File: src/rtl/prog_loader.sv
// -----------------------------------------------------------------------------
// prog_loader
//   Serial program loader. Consumes a little-endian byte stream of the form
//     N[31:0] | word 0 | word 1 | ... | word N-1 [| checksum byte]
//   and presents each assembled word on addr/instr with a one-cycle wr_stb,
//   holding the core in program mode (prog) while the image is written.
//
//   Optional feature: define PROG_LOADER_CHECKSUM_EN to add a trailing
//   checksum byte (running XOR of every length and data byte). Without it
//   the loader goes straight to DONE after the last word.
//
// Ports
//   clk      in   single clock, rising edge
//   rst      in   synchronous active-high reset
//   rx_data  in   [7:0] byte from the serial receiver
//   rx_valid in   rx_data valid
//   rx_ready out  loader accepts a byte this cycle
//   rearm    in   pulse: DONE/ERR -> IDLE
//   prog     out  core program-mode level
//   addr     out  [31:0] instruction-memory byte address
//   instr    out  [31:0] instruction word
//   wr_stb   out  one-cycle pulse when addr/instr carry a new word
//   done     out  sticky load-complete flag
//   err      out  sticky load-error flag
// -----------------------------------------------------------------------------
module prog_loader #(
    parameter logic [31:0] BASE_ADDR = 32'h0000_0000,
    parameter int unsigned MAX_WORDS = 1024
) (
    input  logic        clk,
    input  logic        rst,
    input  logic [7:0]  rx_data,
    input  logic        rx_valid,
    output logic        rx_ready,
    input  logic        rearm,
    output logic        prog,
    output logic [31:0] addr,
    output logic [31:0] instr,
    output logic        wr_stb,
    output logic        done,
    output logic        err
);

    // Counter must hold MAX_WORDS itself (word count compared after increment).
    localparam int unsigned CW = (MAX_WORDS < 2) ? 1 : $clog2(MAX_WORDS + 1);

`ifdef PROG_LOADER_CHECKSUM_EN
    typedef enum logic [2:0] {
        S_IDLE, S_LEN, S_DATA, S_FLUSH, S_CSUM, S_DONE, S_ERR
    } state_t;
`else
    typedef enum logic [2:0] {
        S_IDLE, S_LEN, S_DATA, S_FLUSH, S_DONE, S_ERR
    } state_t;
`endif

    state_t          state_q;
    logic [31:0]     sh_q;          // byte assembly shift register
    logic [1:0]      byte_cnt_q;    // bytes of current length/word taken
    logic [CW-1:0]   word_cnt_q;    // words presented so far
    logic [CW-1:0]   n_q;           // word count of this image
    logic [31:0]     addr_q;
    logic [31:0]     instr_q;
    logic            wr_stb_q;
`ifdef PROG_LOADER_CHECKSUM_EN
    logic [7:0]      csum_q;
    logic [7:0]      csum_d;
    assign csum_d = csum_q ^ rx_data;
`endif

    logic            accept;
    logic            last_byte;
    logic [31:0]     word_d;        // full word if this byte is the 4th
    logic [CW-1:0]   word_cnt_d;

    assign accept     = rx_valid & rx_ready;
    assign last_byte  = (byte_cnt_q == 2'd3);
    // Little endian: first byte ends up in [7:0] after four shifts.
    assign word_d     = {rx_data, sh_q[31:8]};
    assign word_cnt_d = word_cnt_q + 1'b1;

    // Mode outputs decode directly from the state register.
`ifdef PROG_LOADER_CHECKSUM_EN
    assign rx_ready = (state_q == S_IDLE) || (state_q == S_LEN) ||
                      (state_q == S_DATA) || (state_q == S_CSUM);
    assign prog     = (state_q == S_DATA) || (state_q == S_FLUSH) ||
                      (state_q == S_CSUM);
`else
    assign rx_ready = (state_q == S_IDLE) || (state_q == S_LEN) ||
                      (state_q == S_DATA);
    assign prog     = (state_q == S_DATA) || (state_q == S_FLUSH);
`endif
    assign done   = (state_q == S_DONE);
    assign err    = (state_q == S_ERR);
    assign addr   = addr_q;
    assign instr  = instr_q;
    assign wr_stb = wr_stb_q;

    always_ff @(posedge clk) begin
        if (rst) begin
            state_q    <= S_IDLE;
            sh_q       <= '0;
            byte_cnt_q <= '0;
            word_cnt_q <= '0;
            n_q        <= '0;
            addr_q     <= BASE_ADDR;
            instr_q    <= '0;
            wr_stb_q   <= 1'b0;
`ifdef PROG_LOADER_CHECKSUM_EN
            csum_q     <= '0;
`endif
        end else begin
            wr_stb_q <= 1'b0;
            case (state_q)
                S_IDLE: begin
                    if (accept) begin
                        sh_q       <= word_d;
                        byte_cnt_q <= 2'd1;
                        word_cnt_q <= '0;
`ifdef PROG_LOADER_CHECKSUM_EN
                        csum_q     <= rx_data;
`endif
                        state_q    <= S_LEN;
                    end
                end
                S_LEN: begin
                    if (accept) begin
                        sh_q       <= word_d;
                        byte_cnt_q <= byte_cnt_q + 2'd1;
`ifdef PROG_LOADER_CHECKSUM_EN
                        csum_q     <= csum_d;
`endif
                        if (last_byte) begin
                            // Full 32-bit compare so oversize counts never alias.
                            if (word_d == 32'd0) begin
`ifdef PROG_LOADER_CHECKSUM_EN
                                state_q <= S_CSUM;
`else
                                state_q <= S_DONE;
`endif
                            end else if (word_d > MAX_WORDS) begin
                                state_q <= S_ERR;
                            end else begin
                                n_q     <= CW'(word_d);
                                state_q <= S_DATA;
                            end
                        end
                    end
                end
                S_DATA: begin
                    if (accept) begin
                        sh_q       <= word_d;
                        byte_cnt_q <= byte_cnt_q + 2'd1;
`ifdef PROG_LOADER_CHECKSUM_EN
                        csum_q     <= csum_d;
`endif
                        if (last_byte) begin
                            instr_q    <= word_d;
                            addr_q     <= BASE_ADDR + (32'(word_cnt_q) << 2);
                            wr_stb_q   <= 1'b1;
                            word_cnt_q <= word_cnt_d;
                            // Last word is presented during FLUSH, prog still high.
                            if (word_cnt_d == n_q)
                                state_q <= S_FLUSH;
                        end
                    end
                end
                S_FLUSH: begin
`ifdef PROG_LOADER_CHECKSUM_EN
                    state_q <= S_CSUM;
`else
                    state_q <= S_DONE;
`endif
                end
`ifdef PROG_LOADER_CHECKSUM_EN
                S_CSUM: begin
                    if (accept)
                        state_q <= (rx_data == csum_q) ? S_DONE : S_ERR;
                end
`endif
                S_DONE, S_ERR: begin
                    if (rearm) begin
                        byte_cnt_q <= '0;
                        state_q    <= S_IDLE;
                    end
                end
                default: state_q <= S_IDLE;
            endcase
        end
    end

endmodule

File: config.mk
export PLATFORM = sky130hd
export DESIGN_NAME = prog_loader
export DESIGN_NICKNAME = d
export VERILOG_FILES = /design/src/rtl/prog_loader.sv
export SDC_FILE = /design/constraint.sdc
export NUM_CORES = 1
export LEC_CHECK = 0
export ABC_AREA = 1
export CAP_MARGIN = 30
export CORE_ASPECT_RATIO = 0.75
export CORE_MARGIN = 1
export CORE_UTILIZATION = 47
export DETAILED_ROUTE_END_ITERATION = 8
export GPL_TIMING_DRIVEN = 1
export PLACE_DENSITY = 0.83
export SLEW_MARGIN = 25
export SYNTH_ARGS = -nofsm -noshare
export SYNTH_HDL_FRONTEND = slang
export SYNTH_SLANG_ARGS = --single-unit
File: constraint.sdc
create_clock -name clk -period 1.65 [get_ports clk]
set_input_delay 0.495 -clock clk [delete_from_list [all_inputs] [get_ports clk]]
set_output_delay 0.495 -clock clk [all_outputs]
set_load 0.05 [all_outputs]
==> impl_metrics.tcl <==
set metrics [dict create \
    p_leak_nw 2.829 \
    vias_per_cell 5.725 \
    synthesis.area_mm2 0.004270 \
    drt_iter0_markers 450 \
    worstPathRequired_ps 1930 \
    grt_util_overall 0.2667 \
    dr_total_vias 4895 \
    crit_path_top_delay_cell "dfxtp_1" \
    timing.final.crit_share 1.177 \
    layout_common_cells "122 x nand2_1, 83 x dfxtp_1, 71 x buf_4, 70 x a21oi_1, 65 x nor2_1" \
    synth-seq-cells 95 \
    ant_nets 0 \
    drv_cap 0 \
    clock_tree_from_tritoncts "yes" \
    die-width_um 112.1 \
    synthCells 604 \
    antenna_found_initial 0 \
    xor_and_xnor_area_share_after_synthesis 0.002051 \
    die_area_mm2 0.009475 \
    post-route-min-period_ps 1942 \
    cts_hold_repair.buffers 0 \
    grt_util_met2 0.4523 \
    path_common_cell "nand4_1" \
    synth.yosys.seq_area_share 0.4454 \
    kind_of_capture_point_of_the_worst_setup_path "register" \
    num_antenna_cells 0 \
    clock_skew_ps 13.37 \
    main_combinational_cell_family_by_area_after_synthesis "simple AND/OR/NAND/NOR gates" \
    worst_min_delay_path_category "register to register" \
    max-vdd-ir-drop_uv 891.8 \
    clock_sink_count 95 \
    grt_pass1_vias 4336 \
    worstPathMaxFanout 6 \
    crit_arrival_ps 2220 \
    finalMaxSlewViolations 0 \
    clockRootBuffer "clkbuf_16" \
    setup_viol 53 \
    fp.coreArea_mm2 0.008636 \
    cts_buffers 9 \
    drive_gt1_frac 0.3494 \
    cts_max_level 3 \
    post-place-cells 808 \
    pin_count 81 \
    global_route.usage.met3 0.06931 \
    synth_area_per_cell_um2 7.070 \
    holdWs_ps 482.7 \
    grt_use_met1 0.3276 \
    global_route_wire_length_before_repair_um 20090 \
    layout.filler_cells 483 \
    finalHoldViolCount 0 \
    finalNonFillerCells 855 \
    failed_checks "design-rule violations, negative setup slack" \
    adder_and_majority_cell_fraction_of_the_synthesized_area 0.005860 \
    dp.final_hpwl_um 8278 \
    setup_repair_after_global_routing_missed_its_margin "true" \
    crit_path_start_kind "register" \
    clock_path_buffers 2 \
    clk_pin_slew_worst_paths_ps 80 \
    run_status "finished, violations left" \
    synth_compound_area_frac 0.1515 \
    powerDensity_mw_per_mm2 1085 \
    timing.critical_path.slowest_cell_delay_ps 340 \
    start_util 0.4945 \
    final.setup.worst_slack_ps -291.8 \
    grt_start_max_net_pins 36 \
    overflow 0 \
    synthSimpleGateAreaFrac 0.2751 \
    synth_cell_type_count 29 \
    clkLatencyLatePin_ps 360 \
    most_heavily_used_metal_layer_in_global_routing "met2" \
    synth.area.mux_share 0 \
    finalWirelength_um 15590 \
    drt_first_pass_iters 8 \
    num-nets-final 756 \
    routabilityCongestion 0.8429 \
    count_of_port_buffers_added_during_placement 59 \
    drcViolationCount 5 \
    die_y_um 84.55 \
    cell_rows 29 \
    crit_path_cell_trace "inv_2 -> nand4_1 -> nor2_2 -> nand4_1 -> nand2_1 -> nand4_1 -> nor3_4 -> buf_6 -> buf_16 -> nor2_1 -> nor2_1" \
    worst-setup-path-type "register to register" \
    synth_to_final_area_change_pct 60.83 \
    avgRoutedWirePerCell_um 18.24 \
    synthesis.yosys.warnings 0 \
    fmax_mhz 515.0 \
    commonest_non_fill_non_tap_cell_in_the_layout "nand2_1" \
]
synthesized netlist by cell type:
library cell  instances  area share
buf_6                 4       0.011
and2_1                1      0.0015
inv_2                 1     0.00088
nand3_1              31       0.036
or2_2                 2      0.0029
nor3_4                2      0.0076
clkbuf_1             14       0.012
nand4_1               9       0.013
nor2_4                1      0.0026
nor3_1                4      0.0047
conb_1                1     0.00088
nor2_1               82       0.072
buf_4                26       0.046
a21oi_1              75       0.088
nand3b_1              1      0.0018
nand2_1             140        0.12
buf_1                 1     0.00088
inv_1                49       0.043
buf_2                 4      0.0047
o21ai_0              50       0.059
nor2_2                1      0.0015
dfxtp_1              95        0.45
a31oi_1               1      0.0015
xnor2_1               1      0.0021
ha_1                  2      0.0059
o31ai_1               1      0.0018
o21bai_1              1      0.0018
clkinv_2              1      0.0012
nand2_4               3      0.0079
metrics by stage:
stage	power, W	setup slack, ps	util	TNS, ps	instance area [um2]
after global placement	0.004604	-504.0	0.6766	-17770	5843
after floorplan	0.003917	-159.6	-	-319.2	4370
after CTS	0.006961	-132.8	0.7349	-1298	6346
after detailed placement	0.004695	-603.8	0.6766	-21060	5843
after global routing	0.007664	-438.1	0.7953	-12030	6868
final	0.007450	-291.8	0.7953	-6134	6868
layout make-up:
type	count	area (um2)	share of cell area
Timing Repair inverter	1	16.27	0.002368
Inverter	51	217.7	0.03170
Clock inverter	7	63.81	0.009291
Sequential cell	95	1932	0.2813
Multi-Input combinational cell	429	2208	0.3216
Tap cell	108	135.1	0.01968
Clock buffer	9	225.2	0.03279
Timing Repair Buffer	155	2069	0.3013
path summary, 6_finish.rpt:
kind	from	end	slack (ps)	cells past startpoint
hold reg to reg	byte_cnt_q[0]$_SDFFE_PP0P_	byte_cnt_q[0]$_SDFFE_PP0P_	480	2
hold / removal	byte_cnt_q[0]$_SDFFE_PP0P_	byte_cnt_q[0]$_SDFFE_PP0P_	480	2
setup reg to reg	sh_q[9]$_SDFFE_PP0P_	n_q[5]$_SDFFE_PP0P_	-290	11
setup / recovery	sh_q[9]$_SDFFE_PP0P_	n_q[5]$_SDFFE_PP0P_	-290	11
flip-flops by register name (all words and copies together) (netlist names):
name and flops:
addr 11, byte_cnt_q 2, instr 32, n_q 11, sh_q 24, state_q 3, word_cnt_q 11, wr_stb 1
logic make-up after synthesis:
kind of cell    after synthesis
xor+xnor                      1
compound gates              128
fa+ha+maj                     2
flops                        95
buf+inv                     100
other cells                   1
simple gates                277
worst max-delay path: cells and delay by family, from the launching register on:
| kind | cells | cell delay (ps) |
|---|---|---|
| AND/OR/NAND/NOR | 8 | 1120 |
| flip-flops | 1 | 340 |
| buffers and inverters | 3 | 380 |
layer usage:
metal / vias to the layer above / share of wire
li1: 2180 / -
met1: 2337 / 0.39
met2: 304 / 0.49
met3: 74 / 0.080
met4: 0 / 0.039
met5: - / 0
repair_timing:
action                     CTS  global route
setup endpoints to repair   46            85
gates resized for setup     56            97
pin swaps                   19            13
cloned                       1            10
setup buffers               10            10
where the power goes:
part           switching, W  internal, W
Sequential         0.000239      0.00252
Combinational       0.00156      0.00106
Clock               0.00102      0.00106
Power figures use the tool's default switching activity.
